<file path="config.mk">
export PLATFORM = sky130hd
export DESIGN_NAME = memload_stream_engine
export DESIGN_NICKNAME = d
export VERILOG_FILES = /design/src/rtl/memload_stream_engine.sv
export SDC_FILE = /design/constraint.sdc
export NUM_CORES = 1
export LEC_CHECK = 0
export ABC_AREA = 1
export BUFFER_PORTS_ARGS = -buffer_cell sky130_fd_sc_hd__buf_2
export CAP_MARGIN = 20
export CORE_ASPECT_RATIO = 1.1
export CORE_MARGIN = 2
export CORE_UTILIZATION = 42
export CTS_CLUSTER_SIZE = 20
export DETAILED_ROUTE_END_ITERATION = 7
export GPL_ROUTABILITY_DRIVEN = 0
export HOLD_SLACK_MARGIN = 0.03
export MAX_ROUTING_LAYER = met4
export PLACE_DENSITY_LB_ADDON = 0.3
export SETUP_SLACK_MARGIN = 0.3
export SLEW_MARGIN = 10
export SYNTH_ARGS = -nofsm -noshare
export SYNTH_HDL_FRONTEND = slang
export SYNTH_SLANG_ARGS = --single-unit
</file>
<file path="constraint.sdc">
create_clock -name clk -period 2.6 [get_ports clk]
set_input_delay 0.39 -clock clk [delete_from_list [all_inputs] [get_ports clk]]
set_output_delay 0.39 -clock clk [all_outputs]
set_load 0.05 [all_outputs]
</file>
<file path="src/rtl/memload_stream_engine.sv">
// memload_stream_engine: streams a word-address range into a memory write port,
// either packing narrow inbound beats into full words or filling with a pattern.
module memload_stream_engine #(
  parameter int unsigned DATA_WIDTH = 32,
  parameter int unsigned IN_WIDTH   = 8,
  parameter int unsigned ADDR_WIDTH = 16
) (
  input  logic                  clk,
  input  logic                  rst_n,
  input  logic                  cmd_valid,
  output logic                  cmd_ready,
  input  logic [ADDR_WIDTH-1:0] cmd_start,
  input  logic [ADDR_WIDTH-1:0] cmd_end,
  input  logic                  cmd_mode,
  input  logic [DATA_WIDTH-1:0] cmd_fill,
  input  logic                  in_valid,
  output logic                  in_ready,
  input  logic [IN_WIDTH-1:0]   in_data,
  input  logic                  abort,
  output logic                  mem_we,
  input  logic                  mem_ready,
  output logic [ADDR_WIDTH-1:0] mem_addr,
  output logic [DATA_WIDTH-1:0] mem_wdata,
  output logic                  busy,
  output logic                  done,
  output logic                  err,
  output logic [ADDR_WIDTH:0]   words_written
);

  localparam int unsigned BEATS  = DATA_WIDTH / IN_WIDTH;
  localparam int unsigned BEAT_W = (BEATS > 1) ? $clog2(BEATS) : 1;
  localparam int unsigned CNT_W  = ADDR_WIDTH + 1;

  typedef enum logic [1:0] {
    IDLE   = 2'd0,
    STREAM = 2'd1,
    FILL   = 2'd2
  } state_t;

  state_t                state;
  logic [ADDR_WIDTH-1:0] end_addr;
  logic [DATA_WIDTH-1:0] pack;
  logic [DATA_WIDTH-1:0] pack_nxt;
  logic [BEAT_W-1:0]     beat;
  logic                  wr_hs;
  logic                  beat_hs;
  logic                  last_beat;
  logic                  finish;

  assign wr_hs     = mem_we & mem_ready;
  assign beat_hs   = in_valid & in_ready;
  assign last_beat = (beat == BEAT_W'(BEATS - 1));
  // Command ends on abort or on the handshake of the last address.
  assign finish    = (state != IDLE) && (abort || (wr_hs && (mem_addr == end_addr)));

  // Little-endian placement of the current beat into the pack buffer.
  always_comb begin
    pack_nxt = pack;
    for (int k = 0; k < int'(BEATS); k++) begin
      if (beat == BEAT_W'(k)) begin
        pack_nxt[k*IN_WIDTH +: IN_WIDTH] = in_data;
      end
    end
  end

  // Control FSM with registered outputs.
  always_ff @(posedge clk or negedge rst_n) begin
    if (!rst_n) begin
      state         <= IDLE;
      cmd_ready     <= 1'b1;
      in_ready      <= 1'b0;
      mem_we        <= 1'b0;
      mem_addr      <= '0;
      mem_wdata     <= '0;
      busy          <= 1'b0;
      done          <= 1'b0;
      err           <= 1'b0;
      words_written <= '0;
      end_addr      <= '0;
      pack          <= '0;
      beat          <= '0;
    end else begin
      done <= 1'b0;
      err  <= 1'b0;
      case (state)
        IDLE: begin
          if (cmd_valid && cmd_ready) begin
            words_written <= '0;
            if (cmd_start > cmd_end) begin
              done <= 1'b1;
              err  <= 1'b1;
            end else begin
              mem_addr  <= cmd_start;
              end_addr  <= cmd_end;
              busy      <= 1'b1;
              cmd_ready <= 1'b0;
              pack      <= '0;
              beat      <= '0;
              if (cmd_mode) begin
                state     <= FILL;
                mem_we    <= 1'b1;
                mem_wdata <= cmd_fill;
              end else begin
                state    <= STREAM;
                in_ready <= 1'b1;
              end
            end
          end
        end
        STREAM, FILL: begin
          // A handshake counts even when abort lands in the same cycle.
          if (wr_hs) begin
            words_written <= words_written + CNT_W'(1);
          end
          if (finish) begin
            state     <= IDLE;
            cmd_ready <= 1'b1;
            busy      <= 1'b0;
            in_ready  <= 1'b0;
            mem_we    <= 1'b0;
            done      <= 1'b1;
            pack      <= '0;
            beat      <= '0;
          end else if (wr_hs) begin
            mem_addr <= mem_addr + ADDR_WIDTH'(1);
            if (state == STREAM) begin
              mem_we   <= 1'b0;
              in_ready <= 1'b1;
            end
          end else if ((state == STREAM) && beat_hs) begin
            pack <= pack_nxt;
            if (last_beat) begin
              mem_we    <= 1'b1;
              mem_wdata <= pack_nxt;
              in_ready  <= 1'b0;
              beat      <= '0;
            end else begin
              beat <= beat + BEAT_W'(1);
            end
          end
        end
        default: state <= IDLE;
      endcase
    end
  end

endmodule

</file>
==> flow_summary.yaml, run 1 <==
power:
  p_sw_frac: 0.5003
  combPwrFrac: 0.527
  p_int_w: 0.006067
  switchingPower_w: 0.006073
  pwr-share-clk: 0.209
  powerDensity_nw_per_um2: 1357
  vdd_drop_max_v: 0.0007703
  power.leakage_nw: 5.052
  p_seq_frac: 0.264
clocking:
  path_clk_slew_ps: 60
  cts_tree: "done"
  clk_latency_ps: 420
  cts_buffers: 17
  cts_max_level: 4
  cts.sinks: 123
  clock-root-buffer: "clkbuf_16"
  clock_path_buffers: 2
sta:
  timing.final.crit_share: 0.8144
  slew_headroom: 0.5686
  worst_pin_slew_ps: 647.1
  slew_violations: 0
  fmax_ghz: 0.4723
  rsz0062_at_grt: "no"
  layout_min_cycle_time_ps: 2118
  setup_viol: 0
  tns_ps: 0
  skew_ps: 14.32
  hold_viol_final: 0
global_route:
  grt_max_degree: 62
  grt_overflow: 0
  antenna_found_initial: 0
  grt_pass1_wl_mm: 32.69
  first_global_vias: 6559
  grt.total_usage: 0.2308
drt:
  ant_nets: 0
  drt_iter0_drc: 584
  viasPerCell: 4.918
  wl_met1_mm: 9.104
  wl_met3_um: 980
  vias: 6934
  drc: 0
  first_pass_iters: 5
  wl_per_cell_um: 14.35
  routed.top_layer: "met4"
  drt-total-wl_mm: 20.24
  route.met2.wl_mm: 9.770
worst_setup_path:
  reg2reg_setup_slack_ps: 480
  worstSetupPathType: "reg -> reg"
  worst_path_max_delay_cell: "dfrtp_1"
  cp_max_fo: 18
  worstPathArrival_ps: 2470
  crit_required_ps: 2960
  cp_slowest_stage_delay_ps: 380
  cp-start-kind: "register"
  crit_top_cell: "nand2_1"
  path_cells: "nand2_1 -> inv_1 -> nand2_1 -> nor2_1 -> nand3_1 -> nor2_1 -> nand2_1 -> nand2_1 -> nand2_2 -> nand2_2 -> nand2_4 -> nand2_4 -> nand2_1 -> nand2_1"
  crit_path_end_kind: "register"
floorplan:
  fp-row-count: 50
  die_w_um: 129.6
  initial_utilization: 0.4280
  die_area_um2: 18410
  die_h_um: 142.1
  pin_count: 150
  core_area_um2: 17020
synth:
  synth-compound-area-share: 0.09638
  async_reset_ff_frac: 1.000
  synth_top_area_frac: 0.4192
  yosysUniqueCellTypes: 36
  ys_ff_latch: 123
  ys_top_cells_by_area: "dfrtp_1 (42%), nand2_1 (20%), nand3_1 (5.3%)"
  syn_area_um2: 7283
  ys.flop_type: "dfrtp_1"
  synth_mux_area_frac: 0
  yosysSeqAreaShare: 0.4228
  yosysWarnings: 0
  yosys.area_share.simple: 0.3391
  synth_top_family_by_area: "simple AND/OR/NAND/NOR gates"
  synth_fa_ha_area_frac: 0.04467
  syn_nets: 1124
  synth_area_per_cell_um2: 7.147
  synth_top_cell_by_area: "dfrtp_1"
  synth_cells: 1019
  synth-xor-area-share: 0.02285
  synth_edf_count: 0
final_layout:
  final_common_cell: "nand2_1"
  final_cell_mix: "nand2_1 (397), buf_2 (148), dfrtp_1 (122)"
  drive_gt1_frac: 0.1964
  area_growth_pct: 22.85
  final_net_count: 1268
  antenna_cells: 0
  finalNonFillerCells: 1410
  final_area_um2: 8947
run:
  drv_cap: 0
placed_design:
  detailed_place_hpwl_mm: 14.28
  portBuffers: 149
  place_inst: 1375
  placed_cell_area_um2: 8287
worst_hold_path:
  min_path_type: "in -> reg"
run_status:
  status: "completed"
cell type report:
| class | instances | area, um2 |
|---|---|---|
| repair buffers | 172 | 960.9 |
| inverters | 83 | 314.1 |
| fillers | 1700 | 8069 |
| flip-flops and latches | 123 | 3079 |
| well taps | 234 | 292.8 |
| clock buffers | 25 | 495.5 |
| multi-input cells | 766 | 3670 |
| clock inverters | 7 | 135.1 |
registers in the layout (all words and copies together) (netlist names):
register and flops:
err 1, cmd_ready 1, busy 1, done 1, mem_addr 16, mem_wdata 32
pack 32, end_addr 16, in_ready 1, mem_we 1, state 2, words_written 17
beat 2
worst paths after layout:
check | start | end | cells after the start
max in group asynchronous | rst_n | cmd_ready$_DFFE_PN1P_ | 3
min in group asynchronous | rst_n | mem_wdata[25]$_DFFE_PN0P_ | 2
worst min register to register | mem_wdata[4]$_DFFE_PN0P_ | mem_wdata[4]$_DFFE_PN0P_ | 2
worst min-delay path | cmd_end[0] | end_addr[0]$_DFFE_PN0P_ | 3
worst max-delay path | mem_we$_DFFE_PN0P_ | mem_addr[4]$_DFFE_PN0P_ | 14
worst max register to register | mem_we$_DFFE_PN0P_ | mem_addr[4]$_DFFE_PN0P_ | 14
synth_stat cells, types with 10 or more instances:
cell type and n:
a21oi_1 53, buf_2 21, clkbuf_1 15, dfrtp_1 122, ha_1 26, inv_1 76, nand2_1 397, nand3_1 77
nand4_1 10, nor2_1 74, o21ai_0 71, xor2_1 16
routing by layer:
metal | up-vias | global-route usage
li1 | 3528 | -
met1 | 3174 | 0.2927
met2 | 204 | 0.3762
met3 | 28 | 0.03797
met4 | 0 | 0.07866
met5 | - | -
power groups by stage:
| stage | clock network, W | logic [W] | registers, W |
|---|---|---|---|
| floorplan | 0 | 0.00348 | 0.00450 |
| global placement | 0 | 0.00629 | 0.00321 |
| detailed placement | 0 | 0.00637 | 0.00322 |
| CTS | 0.00259 | 0.00639 | 0.00320 |
| global route | 0.00267 | 0.00707 | 0.00330 |
| finish | 0.00254 | 0.00639 | 0.00320 |
what timing repair did:
item	in CTS	in global routing
endpoints found under the setup margin	0	36
endpoints found under the hold margin	33	0
setup buffers	0	2
resized for setup	0	3
hold buffers	1	0
per-stage QoR:
stage                     total power [W]  setup WS (ps)  utilization  hold WS, ps
final                             0.01214          482.5       0.5258        246.1
after global routing              0.01305          306.9       0.5258        255.3
after CTS                         0.01218          337.3       0.5246        238.7
after detailed placement         0.009589          179.4       0.4870        404.3
after global placement           0.009500          246.0       0.4870        405.3
after floorplan                  0.007983          563.0            -        94.41
critical path: cells and delay by family (launching register included):
kind	cells	cell delay, ps
buffers and inverters	1	170
and+or+nand+nor	13	1500
DFF	1	380
cells by family after synthesis:
kind of cell | Yosys count
adder cells (fa/ha/maj) | 26
buffers and inverters | 130
AO/OA/AOI/OAI | 134
AND/OR/NAND/NOR | 587
XOR/XNOR | 19
flip-flops | 123
(Power assumes the default switching activity.)
==> inputs of run 2 (changes only) <==
Clock period 2.6 ns to 1.95 ns, I/O delays scaled along.
==> flow_summary.yaml, run 2 (synthesis gave the netlist of run 1 again) <==
final_layout:
  final_common_cell: "nand2_1"
  antenna_cells: 0
  final_cell_mix: "nand2_1 (325), buf_2 (145), dfrtp_1 (104)"
  final_net_count: 1372
  largestRegisters: "mem_wdata x32, pack x32, words_written x17"
  drive_gt1_frac: 0.3683
  final_core_util: 0.6316
  area_growth_pct: 47.57
global_route:
  antenna_found_initial: 0
  grt_overflow: 0
  grt_max_degree: 65
  grt_pass1_wl_mm: 36.25
  grt.total_usage: 0.2562
  first_global_vias: 7360
run:
  drv_cap: 0
clocking:
  clock_path_buffers: 2
  clk_latency_ps: 430
  cts_max_level: 4
  cts_buffers: 17
  clock-root-buffer: "clkbuf_16"
  path_clk_slew_ps: 60
  cts_tree: "done"
  cts.sinks: 123
sta:
  rsz0062_at_grt: "yes"
  skew_ps: 10.30
  slew_headroom: 0.6822
  slew_violations: 0
  hold_viol_final: 0
  setup_viol: 0
  fin_hold_ws_ps: 138.5
  layout_min_cycle_time_ps: 1949
  timing.final.crit_share: 0.9997
  fmax_ghz: 0.5130
  worst_pin_slew_ps: 471.7
floorplan:
  die_h_um: 142.1
  core_area_um2: 17020
  fp-row-count: 50
  die_area_um2: 18410
  die_w_um: 129.6
  initial_utilization: 0.4280
  pin_count: 150
worst_hold_path:
  min_path_type: "in -> reg"
drt:
  vias: 7705
  viasPerCell: 5.093
  ant_nets: 0
  drt_iter0_drc: 464
  drt-total-wl_mm: 23.71
  drc: 0
  wl_per_cell_um: 15.67
  first_pass_iters: 5
placed_design:
  portBuffers: 149
  detailed_place_hpwl_mm: 14.99
power:
  vdd_drop_max_v: 0.001078
  power.leakage_nw: 5.816
  powerDensity_nw_per_um2: 1817
worst_setup_path:
  worstPathArrival_ps: 2310
  cp_max_fo: 8
  cp-start-kind: "register"
  worstSetupPathType: "reg -> reg"
  crit_required_ps: 2310
  crit_path_end_kind: "register"
run_status:
  status: "completed"
[run 2: layer usage]
layer / vias to the layer above / global-route usage / routed length, um
met5: - / - / 0
met4: 0 / 0.07866 / 645
met3: 50 / 0.04135 / 1263
met2: 300 / 0.4238 / 11810
met1: 3598 / 0.3234 / 9990
li1: 3757 / - / -
[run 2: critical path, cell delays in order, from the launching register on]
cell,delay [ps]
dfrtp_2,400
xor2_1,160
nor2_1,170
nand2_1,90
nor2_1,140
nand2_1,100
nand2_2,120
nand2_8,110
nand3_4,120
nand2_8,110
clkinv_8,100
clkbuf_16,150
nand2_1,50
nand2_1,60
[run 2: cell type report]
class / instances / area, um2
clock inverters: 11 / 146.4
clock buffers: 20 / 446.7
multi-input cells: 769 / 4294
fillers: 1483 / 6269
flip-flops and latches: 123 / 3102
repair buffers: 273 / 2110
inverters: 83 / 356.6
well taps: 234 / 292.8
[run 2: through the flow]
stage	TNS, ps	total power, W	std cells	worst slack [ps]	area, um2
3_5_place_dp	-26180	0.01370	1441	-293.5	9007
3_3_place_gp	-18940	0.01358	1441	-234.5	9007
5_1_grt	-3448	0.02069	1513	-104.5	10750
2_1_floorplan	0	0.01118	1019	35.04	7576
4_1_cts	0	0.01809	1497	81.57	10180
6_report	0	0.01952	1513	0.5840	10750
[run 2: where the power goes]
group / internal, W / total (W) / switching, W
Combinational: 0.00435 / 0.0120 / 0.00769
Clock: 0.00203 / 0.00322 / 0.00119
Sequential: 0.00352 / 0.00426 / 0.000741
[run 2: what timing repair did]
item | 4_1_cts | 5_1_grt
buffers inserted | 16 | 9
gates cloned | 8 | 7
pin swaps | 15 | 39
setup endpoints to repair | 118 | 121
resized for setup | 77 | 90
hold endpoints to repair | 12 | 0
hold buffers | 1 | 0
[run 2: path summary, 6_finish.rpt]
| kind | cells past startpoint | slack [ps] | endpoint | start |
|---|---|---|---|---|
| min | 3 | 140 | end_addr[8]$_DFFE_PN0P_ | cmd_end[8] |
| min in group asynchronous | 2 | 270 | pack[1]$_DFFE_PN0P_ | rst_n |
| max | 13 | 0.6 | pack[15]$_DFFE_PN0P_ | mem_addr[12]$_DFFE_PN0P_ |
| min reg2reg | 2 | 470 | mem_wdata[1]$_DFFE_PN0P_ | mem_wdata[1]$_DFFE_PN0P_ |
| max in group asynchronous | 3 | 1050 | words_written[9]$_DFFE_PN0P_ | rst_n |
| max reg2reg | 13 | 0.6 | pack[15]$_DFFE_PN0P_ | mem_addr[12]$_DFFE_PN0P_ |
==> inputs of run 3 (changes only) <==
Settings changed: CAP_MARGIN 20 to unset, CORE_UTILIZATION 42 to 51, SETUP_SLACK_MARGIN 0.3 to unset.
==> flow_summary.yaml, run 3 (synthesis gave the netlist of run 1 again) <==
floorplan:
  die_area_um2: 15250
  die_h_um: 129.3
  die_w_um: 117.9
  pin_count: 150
  core_area_um2: 13910
  initial_utilization: 0.5237
  fp-row-count: 45
final_layout:
  drive_gt1_frac: 0.2518
  final_net_count: 1319
  final_area_um2: 9459
  multiInputGateArea_um2: 3751
  seq_area_um2: 3090
  finalNonFillerCells: 1415
  nFillCells: 1196
  area_growth_pct: 29.87
  final_cell_mix: "nand2_1 (392), buf_2 (148), dfrtp_1 (113)"
  final_core_util: 0.6802
  antenna_cells: 0
  final_common_cell: "nand2_1"
  largestRegisters: "mem_wdata x32, pack x32, words_written x17"
worst_setup_path:
  worstPathArrival_ps: 2300
  crit_path_end_kind: "register"
  reg2reg_setup_slack_ps: 0.5
  crit_top_cell: "nand2_4"
  cp_slowest_stage_delay_ps: 360
  cp_max_fo: 4
  worst_path_max_delay_cell: "dfrtp_1"
  reg2reg_depth: 14
  regToRegStartpoint: "state[0]$_DFFE_PN0P_"
  path_cells: "inv_2 -> ha_4 -> inv_6 -> nand2_4 -> nand2_4 -> nor2_8 -> nand2_4 -> nor2_4 -> nand2_2 -> nor3b_2 -> nand3_1 -> nand2_1 -> nand2_1 -> nor2_1"
  worstSetupPathType: "reg -> reg"
  cp-start-kind: "register"
  rr_endpoint: "words_written[15]$_DFFE_PN0P_"
  crit_required_ps: 2300
power:
  p_int_w: 0.008601
  p_sw_frac: 0.4978
  powerDensity_nw_per_um2: 1811
  p_seq_frac: 0.245
  combPwrFrac: 0.563
  pwr-share-clk: 0.192
  switchingPower_w: 0.008526
  power.leakage_nw: 5.332
  vdd_drop_max_v: 0.001213
run:
  drv_cap: 0
sta:
  timing.final.crit_share: 0.9997
  fmax_ghz: 0.5130
  worst_pin_slew_ps: 589.9
  tns_ps: 0
  rsz0062_at_grt: "yes"
  hold_viol_final: 0
  slew_headroom: 0.6025
  setup_viol: 0
  fin_hold_ws_ps: 144.2
  slew_violations: 0
  skew_ps: 10.01
  layout_min_cycle_time_ps: 1949
clocking:
  cts_max_level: 4
  clock_path_buffers: 2
  cts.sinks: 123
  clk_latency_ps: 430
  clock-root-buffer: "clkbuf_16"
  cts_buffers: 17
  cts_tree: "done"
  path_clk_slew_ps: 60
drt:
  ant_nets: 0
  wl_per_cell_um: 14.45
  vias: 7418
  drt_iter0_drc: 524
  drt-total-wl_mm: 20.45
  first_pass_iters: 5
  drc: 0
  viasPerCell: 5.242
placed_design:
  placed_cell_area_um2: 8625
  portBuffers: 149
  place_inst: 1372
  detailed_place_hpwl_mm: 13.84
global_route:
  antenna_found_initial: 0
  grt_overflow: 0
  grt_pass1_wl_mm: 32.68
  grt_max_degree: 65
  first_global_vias: 6862
  grt.total_usage: 0.2754
worst_hold_path:
  hp-start: "cmd_end[10]"
  hold_depth: 3
  min_to: "end_addr[10]$_DFFE_PN0P_"
  min_path_type: "in -> reg"
run_status:
  status: "completed"
## run 3: power groups by stage
stage | Sequential (W) | Combinational (W) | Clock [W]
3_5_place_dp | 0.00419 | 0.00913 | 0
5_1_grt | 0.00431 | 0.0106 | 0.00345
2_1_floorplan | 0.00602 | 0.00466 | 0
6_report | 0.00419 | 0.00965 | 0.00329
4_1_cts | 0.00417 | 0.00922 | 0.00332
3_3_place_gp | 0.00417 | 0.00900 | 0
## run 3: final cells by class
class                      instances  share of cell area
inverter                          83             0.03373
multi-input combinational        766              0.3966
timing repair buffer             223              0.1532
clock inverter                    15             0.01997
tap                              188             0.02487
sequential                       123              0.3267
clock buffer                      17             0.04497
## run 3: worst max-delay path, delay by kind of cell, from the launching register on
kind          cells  cell delay (ps)
fa+ha+maj         1              310
flops             1              360
simple gates     11             1110
buf+inv           2              100
## run 3: worst max-delay path by stage
stage / start / to / slack (ps)
global route: state[0]$_DFFE_PN0P_ / words_written[15]$_DFFE_PN0P_ / -160
detailed placement: cmd_end[11] / pack[13]$_DFFE_PN0P_ / -290
CTS: state[0]$_DFFE_PN0P_ / words_written[15]$_DFFE_PN0P_ / 10
finish: state[0]$_DFFE_PN0P_ / words_written[15]$_DFFE_PN0P_ / 0.5
global placement: cmd_end[11] / pack[27]$_DFFE_PN0P_ / -260
floorplan: state[0]$_DFFE_PN0P_ / words_written[15]$_DFFE_PN0P_ / -7
## run 3: timing repair
item / 4_1_cts / 5_1_grt
endpoints found under the hold margin: 122 / 0
cloned: 0 / 3
hold buffers: 1 / 0
pin swaps: 0 / 13
buffers inserted: 0 / 7
endpoints found under the setup margin: 5 / 90
resized for setup: 2 / 25
## run 3: per-stage QoR
stage	power [W]	worst slack, ps
floorplan	0.01068	-6.841
global placement	0.01318	-262.4
CTS	0.01671	12.45
global route	0.01835	-158.4
finish	0.01713	0.5387
detailed placement	0.01332	-285.8
## run 3: metal layers
layer,GRT usage,up-vias,wire length [um]
met2,0.4555,276,10340
met5,-,-,0
met1,0.3427,3455,8556
met3,0.04005,50,1010
li1,-,3637,-
met4,0.1134,0,544
